## config.mk

```make
export PLATFORM = sky130hd
export DESIGN_NAME = seg7_pattern_monitor
export DESIGN_NICKNAME = d
export VERILOG_FILES = /design/src/rtl/seg7_pattern_monitor.sv
export SDC_FILE = /design/constraint.sdc
export NUM_CORES = 1
export LEC_CHECK = 0
export ABC_AREA = 1
export CAP_MARGIN = 20
export CELL_PAD_IN_SITES_DETAIL_PLACEMENT = 1
export CELL_PAD_IN_SITES_GLOBAL_PLACEMENT = 2
export CORE_MARGIN = 10
export CORE_UTILIZATION = 31
export CTS_CLUSTER_DIAMETER = 50
export CTS_CLUSTER_SIZE = 10
export DETAILED_ROUTE_END_ITERATION = 10
export PLACE_DENSITY_LB_ADDON = 0.08
export SLEW_MARGIN = 5
export SYNTH_ARGS = -nofsm -noshare
export SYNTH_HDL_FRONTEND = slang
export SYNTH_SLANG_ARGS = --single-unit
export TNS_END_PERCENT = 10
```

## constraint.sdc

```tcl
create_clock -name clk -period 4.9 [get_ports clk]
set_input_delay 0.49 -clock clk [delete_from_list [all_inputs] [get_ports clk]]
set_output_delay 0.49 -clock clk [all_outputs]
set_load 0.03 [all_outputs]
```

## src/rtl/seg7_pattern_monitor.sv

```systemverilog
// seg7_pattern_monitor: filters a 7-segment bus, decodes stable
// patterns to hex and flags breaks in the +1 mod 16 sequence.
//
// Ports:
//   clk        rising-edge clock
//   reset      synchronous active-high reset
//   seg_in     raw segment bus {g,f,e,d,c,b,a}
//   clear_err  synchronous clear of err_count
//   value      last accepted hex digit
//   valid      last accepted pattern was a digit
//   invalid    last accepted pattern was neither digit nor blank
//   new_value  one-cycle pulse per accepted digit
//   seq_error  one-cycle pulse per out-of-sequence digit
//   err_count  saturating count of sequence errors + invalids
module seg7_pattern_monitor #(
  parameter int unsigned STABLE_CYCLES = 4,
  parameter bit          ACTIVE_LOW    = 1'b1,
  parameter int unsigned CNT_W         = 8
) (
  input  logic             clk,
  input  logic             reset,
  input  logic [6:0]       seg_in,
  input  logic             clear_err,
  output logic [3:0]       value,
  output logic             valid,
  output logic             invalid,
  output logic             new_value,
  output logic             seq_error,
  output logic [CNT_W-1:0] err_count
);

  typedef enum logic {
    S_WAIT,
    S_LOCKED
  } state_e;

  // all segments off, expressed in the bus polarity
  localparam logic [6:0] BLANK_RAW =
    ACTIVE_LOW ? 7'h7F : 7'h00;
  localparam logic [3:0] LAST_CNT =
    4'(STABLE_CYCLES - 1);

  state_e           state_q, state_d;
  logic [6:0]       cand_q, cand_d;
  logic [3:0]       cnt_q, cnt_d;
  logic             have_prev_q, have_prev_d;
  logic [3:0]       prev_q, prev_d;
  logic [3:0]       value_q, value_d;
  logic             valid_q, valid_d;
  logic             invalid_q, invalid_d;
  logic             new_value_q, new_value_d;
  logic             seq_error_q, seq_error_d;
  logic [CNT_W-1:0] err_q, err_d;

  logic [6:0] lit;
  logic       is_digit;
  logic       is_blank;
  logic [3:0] dig;
  logic       accept;
  logic       seq_bad;
  logic       inc;

  assign lit = ACTIVE_LOW ? ~seg_in : seg_in;
  assign is_blank = (lit == 7'h00);

  always_comb begin
    is_digit = 1'b1;
    dig      = 4'h0;
    case (lit)
      7'h3F: dig = 4'h0;
      7'h06: dig = 4'h1;
      7'h5B: dig = 4'h2;
      7'h4F: dig = 4'h3;
      7'h66: dig = 4'h4;
      7'h6D: dig = 4'h5;
      7'h7D: dig = 4'h6;
      7'h07: dig = 4'h7;
      7'h7F: dig = 4'h8;
      7'h6F: dig = 4'h9;
      7'h77: dig = 4'hA;
      7'h7C: dig = 4'hB;
      7'h39: dig = 4'hC;
      7'h5E: dig = 4'hD;
      7'h79: dig = 4'hE;
      7'h71: dig = 4'hF;
      default: is_digit = 1'b0;
    endcase
  end

  always_comb begin
    state_d = state_q;
    cand_d  = cand_q;
    cnt_d   = cnt_q;
    accept  = 1'b0;
    unique case (state_q)
      S_WAIT: begin
        if (seg_in != cand_q) begin
          cand_d = seg_in;
          cnt_d  = 4'd0;
        end else if (cnt_q == LAST_CNT) begin
          accept  = 1'b1;
          state_d = S_LOCKED;
        end else begin
          cnt_d = cnt_q + 4'd1;
        end
      end
      S_LOCKED: begin
        if (seg_in != cand_q) begin
          state_d = S_WAIT;
          cand_d  = seg_in;
          cnt_d   = 4'd0;
        end
      end
      default: state_d = S_WAIT;
    endcase
  end

  // repeating the previous digit is a glitch
  // re-accept, not a sequence break
  assign seq_bad = have_prev_q
                && (dig != prev_q)
                && (dig != prev_q + 4'd1);

  always_comb begin
    value_d     = value_q;
    valid_d     = valid_q;
    invalid_d   = invalid_q;
    new_value_d = 1'b0;
    seq_error_d = 1'b0;
    have_prev_d = have_prev_q;
    prev_d      = prev_q;
    inc         = 1'b0;
    if (accept) begin
      if (is_digit) begin
        value_d     = dig;
        valid_d     = 1'b1;
        invalid_d   = 1'b0;
        new_value_d = 1'b1;
        seq_error_d = seq_bad;
        inc         = seq_bad;
        prev_d      = dig;
        have_prev_d = 1'b1;
      end else if (is_blank) begin
        valid_d     = 1'b0;
        invalid_d   = 1'b0;
        have_prev_d = 1'b0;
      end else begin
        valid_d     = 1'b0;
        invalid_d   = 1'b1;
        inc         = 1'b1;
        have_prev_d = 1'b0;
      end
    end
  end

  // clear wins over a same-edge increment
  always_comb begin
    err_d = err_q;
    if (clear_err) begin
      err_d = '0;
    end else if (inc && (err_q != '1)) begin
      err_d = err_q + 1'b1;
    end
  end

  always_ff @(posedge clk) begin
    if (reset) begin
      state_q     <= S_WAIT;
      cand_q      <= BLANK_RAW;
      cnt_q       <= 4'd0;
      have_prev_q <= 1'b0;
      prev_q      <= 4'd0;
      value_q     <= 4'd0;
      valid_q     <= 1'b0;
      invalid_q   <= 1'b0;
      new_value_q <= 1'b0;
      seq_error_q <= 1'b0;
      err_q       <= '0;
    end else begin
      state_q     <= state_d;
      cand_q      <= cand_d;
      cnt_q       <= cnt_d;
      have_prev_q <= have_prev_d;
      prev_q      <= prev_d;
      value_q     <= value_d;
      valid_q     <= valid_d;
      invalid_q   <= invalid_d;
      new_value_q <= new_value_d;
      seq_error_q <= seq_error_d;
      err_q       <= err_d;
    end
  end

  assign value     = value_q;
  assign valid     = valid_q;
  assign invalid   = invalid_q;
  assign new_value = new_value_q;
  assign seq_error = seq_error_q;
  assign err_count = err_q;

endmodule

```

==> flow_summary.toml <==
[routing]
drt-wirelength-per-cell_um = 12.6
drc_errors = 0
vias = 1818
drt-initial-drc-count = 40
wirelength_um = 5100
drt_first_pass_iters = 4
avgViaCountPerCell = 4.49
ant_nets = 0

[finish]
multi_input_area_um2 = 1100
layout_commonest_cell = "nand2_1"
drive_gt1_share_pct = 10.6
n_fill_cell = 792
nets = 344
instances_no_fill = 405
seq_area_um2 = 561
final_cell_mix = "nand2_1 (91), nor2_1 (45), inv_1 (40), dfxtp_1 (28), clkdlybuf4s50_1 (25)"
n_antenna_cell = 0
areaGrowthSynthToFinish_pct = 21.2

[pwr]
p_switching_mw = 0.110
sw_frac_of_total_pct = 25.4
power_leakage_nw = 0.997
power_density_nw_per_um2 = 193
pwr-share-clk_pct = 33.9
seqPwrFrac_pct = 53.8
peakVddDrop_mv = 0.101
internal_power_mw = 0.322
comb_power_share_pct = 12.4

[clock_tree]
numCtsBuffers = 3
cts_setup_buffers = 0
clk_path_buf_depth = 2
clk_pin_slew_ns = 0.09
clockRootBuffer = "clkbuf_8"
cts-resized-gates = 0
cts_tree = "done"
insertion_delay_ns = 0.28
clkSinkCount = 28
h-tree-depth = 1
holdBufCountCts = 0

[place]
dp_cells = 401
portBuffers = 25
place_hpwl_um = 4210
gp_congestion = 0.859

[global_route]
antenna_found_initial = 0
overflow = 0
grt_usage_pct = 11.0
grt_pass1_wl_um = 8930
grt_pass1_vias = 1868
grt_max_degree = 16

[timing]
setup_tns_ns = 0
drv_slew = 0
hold_violations = 0
worstMarginPinSlew_ns = 0.508
max_clock_freq_ghz = 0.388
timing.final.crit_share_pct = 52.6
slew_headroom_pct = 66.0
period_needed_ns = 2.58
rsz0062_at_grt = "false"
setup_violations = 0
clock_skew_ns = 0.00402

[run_status]
status = "finished clean"

[run]
maxCapViolations = 0

[hold_path]
min_from = "invalid"
hp-class = "reg -> reg"
worstHoldPathCells = 2

[setup_path]
cp_slowest_cell = "clkdlybuf4s50_1"
crit_path_max_fanout = 7
crit_chain = "clkdlybuf4s50_1 > nor2_1 > nand2_1 > nor2_1 > inv_1 > nand2_1 > nor2_2 > nand3_2 > nand2_1 > inv_1 > nand2_1 > o21ai_0 > nand3_1 > nand2_1 > inv_1 > nor2_1"
reg2reg_depth = 13
startpoint = "seg_in[2]"
end_kind = "register"
crit_type = "in -> reg"
cpMostUsedCell = "nand2_1"
critPathLaunchType = "input pin"
cp.arrival_ns = 2.80
worstPathRequired_ns = 5.12
crit_path_max_incr_delay_ns = 0.54
rr_startpoint = "cnt_q[0]"

[logic_synthesis]
yosysTopAreaCell = "dfxtp_1"
ys_seq_elements = 28
ys_seq_area_share_pct = 30.4
synthCells = 303
yosysWarnings = 0
yosysTopAreaCellShare_pct = 30.4
synth.distinct_cells = 23
avgSynthCellArea_um2 = 6.09
netlist_area_um2 = 1850
syn_nets = 316
synth_area_leaders = "dfxtp_1 (30%), nand2_1 (19%), nor2_1 (9.2%)"

[floorplanning]
rows = 28
die_w_um = 97.2
die_h_um = 97.2
initial_core_util_pct = 31.5
io_pins = 26
design.core.area_um2 = 5850
die-area_um2 = 9440
metal layers:
| layer | track usage (%) | vias up | routed length (um) |
|---|---|---|---|
| met1 | 14.3 | 817 | 2590 |
| met4 | 3.41 | 0 | 61 |
| li1 | - | 979 | - |
| met5 | 0 | - | 0 |
| met2 | 17.6 | 17 | 2260 |
| met3 | 2.49 | 5 | 184 |
state kept, by name (all words and copies together), names as in the netlist:
| name | flops |
|---|---|
| cand_q | 7 |
| cnt_q | 4 |
| err_count | 8 |
| invalid | 1 |
| new_value | 1 |
| seq_error | 1 |
| state_q | 1 |
| valid | 1 |
| value | 4 |
metrics by stage:
step | hold WS, ns | worst slack (ns) | power [mW] | util [%] | instance area, um2
after floorplan | 0.438 | 2.90 | 0.270 | - | 1850
after global placement | 0.456 | 2.00 | 0.291 | 37.3 | 2180
after detailed placement | 0.463 | 2.01 | 0.291 | 37.3 | 2180
after CTS | 0.479 | 2.31 | 0.440 | 38.2 | 2240
after global routing | 0.516 | 2.03 | 0.454 | 38.2 | 2240
final | 0.472 | 2.32 | 0.431 | 38.2 | 2240
cells in the mapped netlist:
cell type	number
nand4_1	3
o21ai_1	2
dfxtp_1	28
nand2_4	2
ha_1	3
inv_1	40
or2_2	1
nor3_1	8
nor2_2	5
xor2_1	7
buf_2	1
clkbuf_1	1
clkinv_1	1
nor2_4	5
inv_2	7
o21ai_0	9
nand3_2	3
nand2_1	91
nand2_2	8
xnor2_1	3
nand3_1	18
nor2_1	45
a21oi_1	12
kinds of logic (layout without fill, tap and decap cells):
kind of cell | Yosys count | after routing | share of synthesized area [%]
flops | 28 | 28 | 30.4
buf+inv | 50 | 77 | 10.2
fa+ha+maj | 3 | 3 | 2.03
compound gates | 23 | 23 | 6.24
simple gates | 189 | 189 | 46.4
xor+xnor | 10 | 10 | 4.75
layout make-up:
cell class	instances	area share, %
multi-input cells	225	49.0
flip-flops and latches	28	25.1
repair buffers	25	11.2
inverters	48	8.06
well taps	75	4.20
clock buffers	4	2.46
power groups by stage:
stage | registers (mW) | clock network (mW) | logic [mW]
floorplan | 0.237 | 0 | 0.0333
global placement | 0.237 | 0 | 0.0543
detailed placement | 0.237 | 0 | 0.0540
CTS | 0.232 | 0.154 | 0.0544
global route | 0.232 | 0.161 | 0.0606
finish | 0.232 | 0.146 | 0.0533
final timing paths:
check                  to  slack (ns)
max          err_count[4]        2.32
min               invalid        0.47
max reg2reg  err_count[4]        2.72
min reg2reg       invalid        0.47
worst max-delay path: cells and delay by family:
family                 cells  cell delay [ns]
buffers and inverters      4             0.75
AND/OR/NAND/NOR           11             1.34
AO/OA/AOI/OAI              1             0.24
(Power assumes the default switching activity.)
